===== src/rtl/transmission_arbiter.sv =====
// ============================================================================
// transmission_arbiter
// ----------------------------------------------------------------------------
// Shares one serial transmitter between N_REQ requesters. When the block is
// idle and the transmitter is free, one requester is picked round-robin, its
// word and the current prescaler value are latched, and a start request is
// raised towards the transmitter. The block then follows the transmitter
// busy flag through the shift. It signals completion (done_o) or a start
// timeout (err_o) back to the owner with a single-cycle pulse.
//
// Ports
//   clk_i         in   1                     clock
//   reset_i       in   1                     synchronous active-high reset
//   req_i         in   N_REQ                 per-requester transmit request (level)
//   data_i        in   N_REQ*DATA_WIDTH      requester k word at [k*DATA_WIDTH +: DATA_WIDTH]
//   prescl_cfg_i  in   PRSCL_WIDTH           prescaler value for the next transaction
//   grant_o       out  N_REQ                 one-hot transmitter owner, zero when idle
//   done_o        out  N_REQ                 one-cycle completion pulse to the owner
//   err_o         out  N_REQ                 one-cycle timeout pulse to the owner
//   busy_o        out  1                     high whenever the FSM is not idle
//   tx_data_o     out  DATA_WIDTH            word to the transmitter
//   tx_prescl_o   out  PRSCL_WIDTH           prescaler value to the transmitter
//   tx_start_o    out  1                     start request to the transmitter
//   tx_busy_i     in   1                     transmitter busy for the whole shift
// ============================================================================
module transmission_arbiter #(
    parameter int N_REQ       = 4,
    parameter int DATA_WIDTH  = 8,
    parameter int PRSCL_WIDTH = 8,
    parameter int TIMEOUT     = 1024
) (
    input  logic                        clk_i,
    input  logic                        reset_i,
    input  logic [N_REQ-1:0]            req_i,
    input  logic [N_REQ*DATA_WIDTH-1:0] data_i,
    input  logic [PRSCL_WIDTH-1:0]      prescl_cfg_i,
    output logic [N_REQ-1:0]            grant_o,
    output logic [N_REQ-1:0]            done_o,
    output logic [N_REQ-1:0]            err_o,
    output logic                        busy_o,
    output logic [DATA_WIDTH-1:0]       tx_data_o,
    output logic [PRSCL_WIDTH-1:0]      tx_prescl_o,
    output logic                        tx_start_o,
    input  logic                        tx_busy_i
);

    localparam int IDX_W = (N_REQ > 1) ? $clog2(N_REQ) : 1;
    localparam int CNT_W = (TIMEOUT > 1) ? $clog2(TIMEOUT) : 1;

    typedef enum logic [2:0] {
        ST_IDLE  = 3'd0,
        ST_START = 3'd1,
        ST_RUN   = 3'd2,
        ST_DONE  = 3'd3,
        ST_ABORT = 3'd4
    } state_e;

    state_e                 state_q,      state_d;
    logic [N_REQ-1:0]       grant_q,      grant_d;
    logic [N_REQ-1:0]       done_q,       done_d;
    logic [N_REQ-1:0]       err_q,        err_d;
    logic                   tx_start_q,   tx_start_d;
    logic [DATA_WIDTH-1:0]  tx_data_q,    tx_data_d;
    logic [PRSCL_WIDTH-1:0] tx_prescl_q,  tx_prescl_d;
    logic [CNT_W-1:0]       cnt_q,        cnt_d;
    logic [IDX_W-1:0]       last_grant_q, last_grant_d;
    logic [IDX_W-1:0]       owner_q,      owner_d;

    logic                   win_found_s;
    logic [IDX_W-1:0]       win_idx_s;
    logic [IDX_W:0]         cand_s;

    // Round-robin search: first requester at or after (last_grant + 1), wrapping.
    // cand_s has one spare bit so the sum never overflows before the wrap.
    always_comb begin
        win_found_s = 1'b0;
        win_idx_s   = '0;
        cand_s      = '0;
        for (int i = 0; i < N_REQ; i++) begin
            cand_s = {1'b0, last_grant_q} + (IDX_W+1)'(1) + (IDX_W+1)'(i);
            if (cand_s >= (IDX_W+1)'(N_REQ)) begin
                cand_s = cand_s - (IDX_W+1)'(N_REQ);
            end else begin
                cand_s = cand_s;
            end
            if (!win_found_s && req_i[cand_s[IDX_W-1:0]]) begin
                win_found_s = 1'b1;
                win_idx_s   = cand_s[IDX_W-1:0];
            end else begin
                win_found_s = win_found_s;
            end
        end
    end

    // Next-state and registered-output logic for the transaction FSM.
    always_comb begin
        state_d      = state_q;
        grant_d      = grant_q;
        done_d       = '0;
        err_d        = '0;
        tx_start_d   = tx_start_q;
        tx_data_d    = tx_data_q;
        tx_prescl_d  = tx_prescl_q;
        cnt_d        = cnt_q;
        last_grant_d = last_grant_q;
        owner_d      = owner_q;

        case (state_q)
            ST_IDLE: begin
                // A busy transmitter blocks any new grant.
                if (win_found_s && !tx_busy_i) begin
                    state_d     = ST_START;
                    grant_d     = N_REQ'(1) << win_idx_s;
                    owner_d     = win_idx_s;
                    tx_data_d   = data_i[win_idx_s*DATA_WIDTH +: DATA_WIDTH];
                    tx_prescl_d = prescl_cfg_i;
                    tx_start_d  = 1'b1;
                    cnt_d       = '0;
                end else begin
                    state_d = ST_IDLE;
                end
            end
            ST_START: begin
                if (tx_busy_i) begin
                    state_d    = ST_RUN;
                    tx_start_d = 1'b0;
                end else if (cnt_q == CNT_W'(TIMEOUT - 1)) begin
                    state_d      = ST_ABORT;
                    tx_start_d   = 1'b0;
                    grant_d      = '0;
                    err_d        = grant_q;
                    last_grant_d = owner_q;
                end else begin
                    cnt_d = cnt_q + CNT_W'(1);
                end
            end
            ST_RUN: begin
                // The owner's req_i is not looked at here: a dropped request
                // still lets the shift finish and report done.
                if (!tx_busy_i) begin
                    state_d      = ST_DONE;
                    done_d       = grant_q;
                    grant_d      = '0;
                    last_grant_d = owner_q;
                end else begin
                    state_d = ST_RUN;
                end
            end
            ST_DONE: begin
                state_d = ST_IDLE;
            end
            ST_ABORT: begin
                state_d = ST_IDLE;
            end
            default: begin
                state_d    = ST_IDLE;
                grant_d    = '0;
                tx_start_d = 1'b0;
            end
        endcase
    end

    // State and output registers; reset gives requester 0 first priority.
    always_ff @(posedge clk_i) begin
        if (reset_i) begin
            state_q      <= ST_IDLE;
            grant_q      <= '0;
            done_q       <= '0;
            err_q        <= '0;
            tx_start_q   <= 1'b0;
            tx_data_q    <= '0;
            tx_prescl_q  <= '0;
            cnt_q        <= '0;
            last_grant_q <= IDX_W'(N_REQ - 1);
            owner_q      <= '0;
        end else begin
            state_q      <= state_d;
            grant_q      <= grant_d;
            done_q       <= done_d;
            err_q        <= err_d;
            tx_start_q   <= tx_start_d;
            tx_data_q    <= tx_data_d;
            tx_prescl_q  <= tx_prescl_d;
            cnt_q        <= cnt_d;
            last_grant_q <= last_grant_d;
            owner_q      <= owner_d;
        end
    end

    assign grant_o     = grant_q;
    assign done_o      = done_q;
    assign err_o       = err_q;
    assign busy_o      = (state_q != ST_IDLE);
    assign tx_data_o   = tx_data_q;
    assign tx_prescl_o = tx_prescl_q;
    assign tx_start_o  = tx_start_q;

endmodule


===== config.mk =====
export PLATFORM = sky130hd
export DESIGN_NAME = transmission_arbiter
export DESIGN_NICKNAME = d
export VERILOG_FILES = /design/src/rtl/transmission_arbiter.sv
export SDC_FILE = /design/constraint.sdc
export NUM_CORES = 1
export LEC_CHECK = 0
export CAP_MARGIN = 20
export CORE_ASPECT_RATIO = 1.25
export CORE_MARGIN = 1
export CORE_UTILIZATION = 50
export DETAILED_ROUTE_END_ITERATION = 6
export DONT_BUFFER_PORTS = 1
export PLACE_DENSITY = 0.73
export SYNTH_ARGS = -nofsm -noshare
export SYNTH_HDL_FRONTEND = slang
export SYNTH_SLANG_ARGS = --single-unit

===== constraint.sdc =====
create_clock -name clk_i -period 2.2 [get_ports clk_i]
set_input_delay 0.11 -clock clk_i [delete_from_list [all_inputs] [get_ports clk_i]]
set_output_delay 0.11 -clock clk_i [all_outputs]
set_load 0.05 [all_outputs]

==> flow_metrics.py <==
metrics = {
    "placement": {
        "portBuffers": 0,
        "dp_cells": 281,
        "place_hpwl_mm": 3.23,
        "gp_congestion": 0.792,
    },
    "sta": {
        "drv_slew": 0,
        "max-slew-margin-rel": 0.521,
        "rsz0062_at_grt": "false",
        "setup_violations": 0,
        "hold_violations": 0,
        "period_minus_slack_ns": 2.00,
        "fin_tns_setup_ns": 0,
        "max_freq_ghz": 0.500,
        "tightest_slew_ns": 0.716,
        "clock_skew_ns": 0.00607,
        "min_period_over_period": 0.908,
    },
    "power_and_ir_drop": {
        "p_leak_nw": 0.876,
        "pwr_density_cell_nw_per_um2": 709,
        "total_power_mw": 1.73,
        "ir_drop_uv": 360,
    },
    "finish": {
        "drive_above_1_share": 0.152,
        "final_cells": 299,
        "regArea_sq_um": 921,
        "multi_input_area_sq_um": 1200,
        "n_fill_cell": 400,
        "nets": 290,
        "area_growth_pct": 10.9,
        "final_util": 0.586,
        "diodes": 0,
    },
    "setup_path": {
        "arrival_ns": 2.25,
        "end_kind": "flip-flop",
        "crit_required_ns": 2.45,
        "crit_type": "flip-flop to flip-flop",
        "cp-start-kind": "flip-flop",
        "cp_max_fo": 20,
    },
    "logic_synthesis": {
        "synth_top_area_frac": 0.419,
        "ys.flop_type": "dfxtp_1",
        "synthesis.instances": 232,
        "synth_nets": 280,
        "syn_area_sq_um": 2200,
        "synth_top_cell_by_area": "dfxtp_1",
        "synth-seq-cells": 46,
        "yosysSeqAreaShare": 0.419,
        "ys_top_cells_by_area": "dfxtp_1, nand2_1, mux2_2, a21oi_1, a221o_1",
        "yosysUniqueCellTypes": 49,
        "async_flop_share": 0,
        "ys_warn_count": 0,
        "synth_edf_count": 0,
        "avgSynthCellArea_sq_um": 9.48,
    },
    "global_route": {
        "grt_usage": 0.213,
        "overflow": 0,
        "grt_max_degree": 21,
        "grt_pass1_vias": 1607,
        "antenna_found_initial": 0,
        "grt_pass1_wl_mm": 7.48,
    },
    "floorplan": {
        "initial_utilization": 0.528,
        "rows": 26,
        "core_area_sq_um": 4160,
        "die_area_sq_um": 4670,
        "io_pins": 77,
        "die_h_um": 76.2,
        "die_x_um": 61.3,
    },
    "clock_tree": {
        "path_clk_slew_ns": 0.09,
        "postCtsSetupBuffers": 0,
        "clock_sinks": 46,
        "h-tree-depth": 2,
        "root_buffer": "clkbuf_8",
        "numCtsBuffers": 5,
        "clock_latency_ns": 0.30,
        "cts_tree": "built",
        "cts_buffer_depth": 2,
    },
    "route": {
        "drc": 0,
        "drt_iter0_markers": 49,
        "dr.pass1.iters": 4,
        "drtAntennaViolNets": 0,
        "vias": 1696,
        "via_per_inst": 5.67,
        "wl_per_cell_um": 15.3,
        "route.final.wire_length_mm": 4.57,
    },
    "run_status": {
        "status": "finished, final reports clean",
    },
    "worst_hold_path": {
        "hold_path_class": "primary input to flip-flop",
    },
    "flow_run": {
        "drv_cap": 0,
    },
}
worst max-delay path, stage by stage (launching register included):
cell	delay, ns
dfxtp_1	0.43
or2_4	0.35
nor2_1	0.11
buf_4	0.25
nand2_1	0.08
a21oi_1	0.13
dlygate4sd3_1	0.57
metal layers:
metal	GRT usage	vias to the layer above	part of all wire	wire, um
li1	-	857	-	-
met1	0.262	775	0.42	1910
met2	0.352	57	0.52	2360
met3	0.0441	7	0.053	241
met4	0.0818	0	0.015	67
met5	0	-	0	0
state kept, by name, summed over array words and instances (netlist names):
signal and flops:
cnt_q 10, done_o 4, err_o 4, grant_o 4, last_grant_q 2, owner_q 2
state_q 3, tx_data_o 8, tx_prescl_o 8, tx_start_o 1
logic make-up after synthesis:
family | after synthesis | synth area share
XOR/XNOR | 8 | 0.0319
buffers and inverters | 17 | 0.0392
flip-flops | 46 | 0.419
adder cells (fa/ha/maj) | 1 | 0.00569
AND/OR/NAND/NOR | 92 | 0.233
multiplexers | 16 | 0.0819
AO/OA/AOI/OAI | 52 | 0.190
cell usage after synthesis, types with 3 or more instances:
cell type	instances
a211oi_1	5
nor2_1	18
nand2_1	28
a2111oi_2	3
nand3_1	3
nand2b_1	5
clkbuf_1	5
buf_2	6
mux2_1	7
nor3b_1	8
mux2_2	9
a221o_1	8
nor3_1	4
xnor2_1	8
inv_1	4
and2_1	8
a21oi_1	17
dfxtp_1	46
cell usage in the layout, fill, tap and decap left out, types with 3 or more instances in the layout:
cell type,n
dlygate4sd3_1,10
nand2_1,28
nand2b_1,5
buf_4,6
clkbuf_8,5
and2_1,8
nand3_1,3
mux2_1,7
mux2_2,9
a211oi_1,4
nor2_1,18
a2111oi_2,3
a21oi_1,17
a221o_1,8
nor3b_1,8
inv_1,4
dfxtp_1,46
xnor2_1,8
nor3_1,4
cell type report:
type,count,area share
tap,56,0.0287
multi-input combinational,169,0.492
inverter,4,0.00616
sequential,46,0.378
clock buffer,5,0.0282
timing repair buffer,16,0.0595
clock inverter,3,0.00770
metrics by stage:
step                      hold WS (ns)  worst slack, ns  cell area (sq um)
after global routing            0.0339           0.0857               2440
after floorplan                  0.200            0.456               2200
final                           0.0242            0.202               2440
after CTS                       0.0230            0.119               2440
after global placement           0.182            0.364               2250
after detailed placement         0.183            0.328               2250
timing repair:
| action | CTS | global route |
|---|---|---|
| hold buffers | 10 | 0 |
| resized for setup | 0 | 1 |
| endpoints found under the setup margin | 0 | 1 |
| endpoints found under the hold margin | 18 | 0 |
where the power goes:
group,switching [mW],internal [mW]
combinational,0.113,0.104
sequential,0.131,0.869
clock,0.288,0.224
worst paths after layout:
check                                start             end  slack [ns]  cells after the start
worst max-delay path            state_q[2]  tx_prescl_o[7]        0.20                      6
worst min-delay path             tx_busy_i      tx_start_o        0.02                      3
worst max register to register  state_q[2]  tx_prescl_o[7]        0.20                      6
worst min register to register  owner_q[1]      owner_q[1]        0.46                      2
(Power assumes the default switching activity.)
